`src/rtl/pulse_train_gen_pkg.sv`:
```
// Shared definitions for the pulse-train engine: default widths and FSM state encoding.
// Also imported by the board-level config decoder.
package pulse_train_gen_pkg;

  localparam int CNT_W_DEF    = 32;
  localparam int NPULSE_W_DEF = 16;

  typedef enum logic [1:0] {
    ST_IDLE  = 2'd0,
    ST_DELAY = 2'd1,
    ST_HIGH  = 2'd2,
    ST_LOW   = 2'd3
  } pg_state_t;

endpackage

```
`src/rtl/pulse_train_gen_pg_downcnt.sv`:
```
// Loadable down-counter that saturates at zero and flags it.
// Used as the single phase timer of the pulse-train engine.
module pg_downcnt #(
  parameter int W = 32
) (
  input  logic         clk,
  input  logic         rst_n,
  input  logic         load,
  input  logic [W-1:0] load_val,
  output logic         zero
);

  logic [W-1:0] cnt_reg;

  always_ff @(posedge clk or negedge rst_n) begin
    if (!rst_n) begin
      cnt_reg <= '0;
    end else if (load) begin
      cnt_reg <= load_val;
    end else if (cnt_reg != '0) begin
      cnt_reg <= cnt_reg - W'(1);
    end
  end

  assign zero = (cnt_reg == '0);

endmodule

```
`src/rtl/pulse_train_gen.sv`:
```
// Programmable pulse-train engine: delay, then N pulses of width W every P cycles.
// One shared down-counter times every phase; it is reloaded with (length-1) on entry.
module pulse_train_gen
  import pulse_train_gen_pkg::*;
#(
  parameter int CNT_W    = CNT_W_DEF,
  parameter int NPULSE_W = NPULSE_W_DEF
) (
  input  logic                clk,
  input  logic                rst_n,
  input  logic [CNT_W-1:0]    cfg_delay,
  input  logic [CNT_W-1:0]    cfg_width,
  input  logic [CNT_W-1:0]    cfg_period,
  input  logic [NPULSE_W-1:0] cfg_npulse,
  input  logic                trig,
  input  logic                stop,
  output logic                pulse_out,
  output logic                busy,
  output logic                done,
  output logic [NPULSE_W-1:0] pulse_cnt
);

  pg_state_t state_reg;

  logic [CNT_W-1:0]    w_reg;
  logic [CNT_W-1:0]    p_reg;
  logic [NPULSE_W-1:0] n_reg;

  logic [CNT_W-1:0] p_eff;
  logic [CNT_W-1:0] w_eff;
  logic [CNT_W-1:0] first_len;
  logic             accept;
  logic             last_pulse;
  logic             start_pulse;
  logic             end_high;
  logic             end_burst;
  logic             cnt_load;
  logic [CNT_W-1:0] cnt_val;
  logic             cnt_zero;

  // Operand clamping happens on the live config so the shadows hold legal values only.
  assign p_eff = (cfg_period < CNT_W'(2)) ? CNT_W'(2) : cfg_period;
  assign w_eff = (cfg_width < p_eff) ? cfg_width : p_eff - CNT_W'(1);

  assign accept      = (state_reg == ST_IDLE) && trig && !stop;
  assign last_pulse  = (n_reg != '0) && (pulse_cnt == n_reg);
  assign start_pulse = !stop && cnt_zero &&
                       ((state_reg == ST_DELAY) || ((state_reg == ST_LOW) && !last_pulse));
  assign end_high    = !stop && cnt_zero && (state_reg == ST_HIGH);
  assign end_burst   = !stop && cnt_zero && (state_reg == ST_LOW) && last_pulse;

  // With W=0 the period is a single LOW phase of P cycles.
  assign first_len = (w_reg != '0) ? w_reg - CNT_W'(1) : p_reg - CNT_W'(1);

  // The accept cycle is the first delay cycle, so loading D (not D-1) puts
  // the first rise D+1 edges after accept without needing a wider counter.
  always_comb begin
    cnt_load = 1'b0;
    cnt_val  = '0;
    if (accept) begin
      cnt_load = 1'b1;
      cnt_val  = cfg_delay;
    end else if (start_pulse) begin
      cnt_load = 1'b1;
      cnt_val  = first_len;
    end else if (end_high) begin
      cnt_load = 1'b1;
      cnt_val  = p_reg - w_reg - CNT_W'(1);
    end
  end

  pg_downcnt #(
    .W(CNT_W)
  ) u_timer (
    .clk      (clk),
    .rst_n    (rst_n),
    .load     (cnt_load),
    .load_val (cnt_val),
    .zero     (cnt_zero)
  );

  always_ff @(posedge clk or negedge rst_n) begin
    if (!rst_n) begin
      state_reg <= ST_IDLE;
      w_reg     <= '0;
      p_reg     <= '0;
      n_reg     <= '0;
      pulse_out <= 1'b0;
      busy      <= 1'b0;
      done      <= 1'b0;
      pulse_cnt <= '0;
    end else begin
      done <= 1'b0;
      if (state_reg == ST_IDLE) begin
        if (accept) begin
          state_reg <= ST_DELAY;
          busy      <= 1'b1;
          pulse_cnt <= '0;
          w_reg     <= w_eff;
          p_reg     <= p_eff;
          n_reg     <= cfg_npulse;
        end
      end else if (stop) begin
        state_reg <= ST_IDLE;
        busy      <= 1'b0;
        pulse_out <= 1'b0;
      end else if (start_pulse) begin
        pulse_cnt <= pulse_cnt + NPULSE_W'(1);
        if (w_reg != '0) begin
          state_reg <= ST_HIGH;
          pulse_out <= 1'b1;
        end else begin
          state_reg <= ST_LOW;
        end
      end else if (end_high) begin
        state_reg <= ST_LOW;
        pulse_out <= 1'b0;
      end else if (end_burst) begin
        state_reg <= ST_IDLE;
        busy      <= 1'b0;
        done      <= 1'b1;
      end
    end
  end

endmodule

```
`config.mk`:
```
export PLATFORM = sky130hd
export DESIGN_NAME = pulse_train_gen
export DESIGN_NICKNAME = d
export VERILOG_FILES = /design/src/rtl/pulse_train_gen_pkg.sv /design/src/rtl/pulse_train_gen_pg_downcnt.sv /design/src/rtl/pulse_train_gen.sv
export SDC_FILE = /design/constraint.sdc
export NUM_CORES = 1
export LEC_CHECK = 0
export BUFFER_PORTS_ARGS = -buffer_cell sky130_fd_sc_hd__buf_2
export CORE_MARGIN = 10
export CORE_UTILIZATION = 45
export DETAILED_ROUTE_END_ITERATION = 8
export PLACE_DENSITY = 0.64
export SETUP_SLACK_MARGIN = 0.1
export SLEW_MARGIN = 25
export SYNTH_ARGS = -nofsm -noshare
export SYNTH_HDL_FRONTEND = slang
export SYNTH_SLANG_ARGS = --single-unit
export TNS_END_PERCENT = 10
```
`constraint.sdc`:
```
create_clock -name clk -period 4 [get_ports clk]
set_clock_uncertainty 0.05 [all_clocks]
set_input_delay 0 -clock clk [delete_from_list [all_inputs] [get_ports clk]]
set_output_delay 0 -clock clk [all_outputs]
set_load 0.01 [all_outputs]
```
======== Yosys cells after proc, flatten, opt, wreduce, memory -nomap -nowiden ========
Index checks and enable logic that the tools add are counted.
cells by class
  add/subtract/negate cells ............... 7
  $lt $le $gt $ge ......................... 2
  equal/unequal tests ..................... 9
  mux-type cells .......................... 37
  bitwise operators ....................... 1
  reduce and logical (&&, ||, !) cells .... 27
operators with widths
  cell                                                                      number
  32-bit two-way mux                                                        8
  32-bit by 1-bit subtractor with 32-bit output (second input constant)     5
  16-bit two-way mux                                                        4
  32-bit nonzero test                                                       2
  32-bit zero test                                                          1
  32-bit by 2-bit < comparator with 1-bit output (second input constant)    1
  32-bit < comparator                                                       1
  32-bit subtractor                                                         1
  1-bit two-way mux                                                         19
  16-bit by 1-bit adder with 16-bit output (second input constant)          1
  16-bit == test                                                            1
  16-bit nonzero test                                                       1
  2-bit two-way mux                                                         6
  1-bit logical AND                                                         9
  3-bit by 2-bit inequality test with 1-bit output (second input constant)  3
  3-bit AND reduction                                                       2
  3-bit nonzero test                                                        2
  5-bit nonzero test                                                        1
  2-bit == test (second input constant)                                     2
  2-bit AND reduction                                                       2
  4-bit AND reduction                                                       1
  2-bit nonzero test                                                        2
  2-bit by 1-bit == test with 1-bit output (second input constant)          1
  1-bit zero test                                                           2
  5 further kinds                                                           5
word-level totals
  register bits ........................... 133
  input port bits ......................... 116
  output and inout port bits .............. 19
  logic and storage cells ................. 92

======== Depth between registers and ports, before layout ========
  depth after elaboration ................. 9
  depth in mapped cells ................... 17
  depth with buffers taken out ............ 14

======== Modules after synthesis ========
A second synthesis with hierarchy kept.
second synthesis, totals
  cell total of the unflattened synthesis .. 1387
  area total of the unflattened synthesis .. 11013.1 µm²
by module, submodules not included
  module           instances  cells each  area an instance (µm²)  seq. area each (µm²)
  pulse_train_gen  1          1178        9120.0                  2527.4
  pg_downcnt       1          209         1893.1                  800.8

======== Worst setup path before layout ========
No wires, ideal clock.
  path type ............................... reg-to-reg
  from .................................... reg w_reg[6]
  to ...................................... reg u_timer.cnt_reg[16]
  library setup time ...................... 0.121 ns
  data arrival time ....................... 3.262 ns
  data required time ...................... 3.829 ns
  slack ................................... 0.567 ns
  stages on the path, launching flop included .. 17
  buffers on the path ..................... 3
  period minus slack after synthesis ...... 3.433 ns
  cells stage by stage .................... dfrtp_1 -> or4_4 -> nor4_4 -> and4_1 -> buf_6 -> clkbuf_8 -> clkbuf_1 -> a21oi_1 -> ha_1 -> inv_1 -> nor4_1 -> o21ai_0 -> nor3b_1 -> o211ai_1 -> xnor2_1 -> o22ai_1 -> o22a_1
between the ends
  cells in the longest elaborated chain, start to end .. 6
  elaborated cells on any way between the ends .. 9
  those cells by class .................... add/sub (3); mux (5); reduce/logical (1)
RTL lines
  item                                           RTL line                          source
  from (decl)                                    pulse_train_gen.sv:25             logic [CNT_W-1:0] w_reg;
  from (signal assigned)                         pulse_train_gen.sv:99             w_reg <= w_eff;
  32-bit subtractor                              pulse_train_gen.sv:68             cnt_val = p_reg - w_reg - CNT_W'(1);
  32-bit by 1-bit subtractor with 32-bit output  pulse_train_gen.sv:68
  32-bit two-way mux                             pulse_train_gen.sv:66             end else if (end_high) begin
  32-bit two-way mux *                           pulse_train_gen.sv:63             end else if (start_pulse) begin
  32-bit two-way mux *                           pulse_train_gen.sv:60             if (accept) begin
  32-bit two-way mux *                           pulse_train_gen_pg_downcnt.sv:18  end else if (load) begin
  to (signal assigned)                           pulse_train_gen_pg_downcnt.sv:19  cnt_reg <= load_val;
  to (signal assigned)                           pulse_train_gen_pg_downcnt.sv:21  cnt_reg <= cnt_reg - W'(1);
  to (decl)                                      pulse_train_gen_pg_downcnt.sv:13  logic [W-1:0] cnt_reg;
Mark *: on every way between the ends. The rest lies on a longest branch, timed or not.
A chain may end at the register's enable or synchronous reset.

======== Worst setup path after layout ========
  from .................................... in cfg_period[24]
  to ...................................... reg w_reg[11]
between the ends
  cells in the longest elaborated chain, start to end .. 4
  elaborated cells on any way between the ends .. 5
  those cells by class .................... add/sub (1); order compare (2); mux (2)
RTL lines
  item                                                                                         RTL line               source
  from (decl)                                                                                  pulse_train_gen.sv:13  input logic [CNT_W-1:0] cfg_period,
  32-bit by 2-bit < comparator with 1-bit output                                               pulse_train_gen.sv:42  assign p_eff = (cfg_period < CNT_W'(2)) ? CNT_W'(2) : cfg_period;
  32-bit two-way mux *                                                                         pulse_train_gen.sv:42
  32-bit by 1-bit subtractor with 32-bit output / 32-bit < comparator (equally long branches)  pulse_train_gen.sv:43  assign w_eff = (cfg_width < p_eff) ? cfg_width : p_eff - CNT_W'(1);
  32-bit two-way mux *                                                                         pulse_train_gen.sv:43
Marks and branches as above.

==> flow_summary.toml <==
[power_and_ir_drop]
total_power_mw = 5.89
vdd_ir_drop_max_v = 0.000289
power_density_mw_per_mm2 = 416
p_leak_nw = 6.13

[logic_synthesis]
yosys_warnings = 0
synthArstFlopShare_pct = 100
synthTopCellsByArea = "dfrtp_1 (30%), ha_1 (7.4%), xnor2_1 (7.0%)"
yosys_register_bits = 133
yosysMostFrequentCell = "nand2_1"
syn_area_per_cell_um2 = 7.81
synth_edf_count = 0
synth_cells = 1429
ys.flop_type = "dfrtp_1"
synth_area_mm2 = 0.0112
synthDistinctLibCells = 77
ys_seq_area_share_pct = 29.8
synth_top_area_cell = "dfrtp_1"
syn_nets = 1612
synth_top_area_share_pct = 29.8
synthTopCellsByCount = "nand2_1 (199), dfrtp_1 (133), nor2_1 (112), a21oi_1 (111), o21ai_0 (108)"

[run]
drv_cap = 0

[detailed_routing]
via_per_inst = 5.74
drcViolationCount = 0
postRouteAntennaNets = 0
routedWlPerCell_um = 18.5
vias = 11575
wirelength_um = 37300
dr.pass1.iters = 5
drt_iter0_drc = 1167

[outcome]
status = "finished clean"

[grt]
grt_pass1_wl_um = 60100
grt_usage_pct = 23.3
grt_max_degree = 98
antenna_found_initial = 1
grt_overflow_total = 0
grt_pass1_vias = 11270

[clocking]
clock_latency_ns = 0.43
path_clk_slew_ns = 0.07
clockBufferDepth = 2
htree_levels = 4
cts_root_buffer = "clkbuf_16"
cts_tree = "built"
cts-buffers-inserted = 17
clock_sinks = 133

[sta]
slew_viol_final = 0
timing.final.crit_period_ns = 3.77
worst_slack_ns = 0.225
fin_tns_setup_ns = 0
rsz0062_at_grt = "true"
tightest_slew_ns = 0.906
setup_violations = 0
period_share_pct = 94.4
hold_violations = 0
fmax_mhz = 265
hold_ws_ns = 0.0635
relSlewSlack_pct = 39.6

[cells_and_area]
layout-drive-gt1-share_pct = 14.0
fin_nets = 1863
syn_to_final_growth_pct = 26.9
finalNonFillerCells = 2018

[floorplan]
row_count = 57
die_width_um = 178
die_height_um = 178
ios = 135
die_area_mm2 = 0.0315
core_area_mm2 = 0.0244
start_util_pct = 45.8

[worst_setup_path]
path_max_fanout = 8
crit_path_start = "cfg_period[24]"
required_ns = 4.26
crit_type = "in2reg"
crit_arrival_ns = 4.03
reg2reg_from = "w_reg[6]$_DFFE_PN0P_"
cp-start-kind = "primary input"
cp-end-kind = "flip-flop"

[placement]
place_inst = 1857
dp_slack_ns = 0.331
port-buffer-count = 134
gp_congestion = 0.949
dp_hpwl_um = 27800

[hold_path]
hp-class = "in2reg"
holdCritStartpoint = "cfg_period[4]"
## worst paths after layout
kind                       slack, ns  depth (start not counted)                         endpoint
setup / recovery                0.23                         16            w_reg[11]$_DFFE_PN0P_
hold / removal                  0.06                          5             w_reg[5]$_DFFE_PN0P_
setup reg to reg                0.47                         10  u_timer.cnt_reg[15]$_DFFE_PN0P_
hold reg to reg                 0.47                          2            pulse_out$_DFFE_PN0P_
max in group asynchronous       2.66                          3         state_reg[0]$_DFFE_PN0P_
min in group asynchronous       0.21                          2   u_timer.cnt_reg[5]$_DFFE_PN0P_
## placed cells by master (no fill, tap or decap), types with 10 or more instances in the layout
| cell | instances |
|---|---|
| mux2i_1 | 14 |
| nor3_1 | 46 |
| nor2_1 | 111 |
| a21o_1 | 21 |
| xnor2_1 | 89 |
| dlygate4sd3_1 | 122 |
| a21oi_1 | 111 |
| a211oi_1 | 11 |
| nand2_1 | 199 |
| or3_1 | 22 |
| o31ai_1 | 15 |
| and3_1 | 10 |
| nor4_1 | 30 |
| dfrtp_1 | 133 |
| inv_1 | 72 |
| buf_2 | 133 |
| o221ai_1 | 29 |
| nand3_1 | 66 |
| nand4_1 | 24 |
| o21ai_0 | 108 |
| xor2_1 | 28 |
| buf_4 | 32 |
| or4_1 | 11 |
| a31oi_1 | 11 |
| clkbuf_16 | 20 |
| ha_1 | 66 |
## layer usage
| layer | global-route usage [%] | wire (um) |
|---|---|---|
| met1 | 33.8 | 17700 |
| met2 | 34.8 | 16000 |
| met3 | 3.93 | 2790 |
| met4 | 6.91 | 816 |
| met5 | 0 | 0 |
## cell type report
class | instances | area, um^2
Fill cell | 2286 | 10200
Multi-Input combinational cell | 1164 | 7340
Sequential cell | 133 | 3330
Timing Repair Buffer | 292 | 2230
Clock buffer | 18 | 429
Tap cell | 324 | 405
Inverter | 72 | 270
Clock inverter | 14 | 163
Antenna cell | 1 | 2.50
## cell families (layout without fill, tap and decap cells)
kind of cell / after synthesis / in the layout / share of synthesized area, %
and+or+nand+nor: 589 / 589 / 26.3
AOI/OAI and AO/OA: 377 / 377 / 21.0
DFF: 133 / 133 / 29.8
buffers and inverters: 132 / 396 / 4.92
xor gates and xnor gates: 117 / 117 / 9.18
adders and majority gates: 67 / 67 / 7.57
muxes: 14 / 14 / 1.25
other: 0 / 1 / 0
## metrics by stage
step                      util [%]  instance area (um^2)
after global placement        50.1                 12200
after CTS                     57.5                 14000
after floorplan                  -                 11200
after detailed placement      50.1                 12200
final                         58.1                 14200
after global routing          58.1                 14200
## what timing repair did
action	CTS	global route
setup endpoints to repair	0	10
hold buffers	122	0
endpoints found under the hold margin	211	0
gates resized for setup	0	8
buffers inserted	0	3
## where the power goes
| group | total [mW] | switching, mW | internal [mW] |
|---|---|---|---|
| Sequential | 1.88 | 0.304 | 1.58 |
| Clock | 1.63 | 0.690 | 0.938 |
| Combinational | 2.38 | 1.32 | 1.05 |
## worst max-delay path, cell delays in order
cell	delay, ns
dlygate4sd3_1	0.53
buf_2	0.14
or4_4	0.55
nor3_1	0.42
nand4_1	0.28
nor2b_4	0.21
ha_1	0.26
o2111ai_1	0.17
nor3b_1	0.08
o31ai_1	0.10
nand4_2	0.16
buf_4	0.19
buf_12	0.13
nand3_1	0.09
o221ai_1	0.12
dlygate4sd3_1	0.59
(Power assumes the default switching activity.)
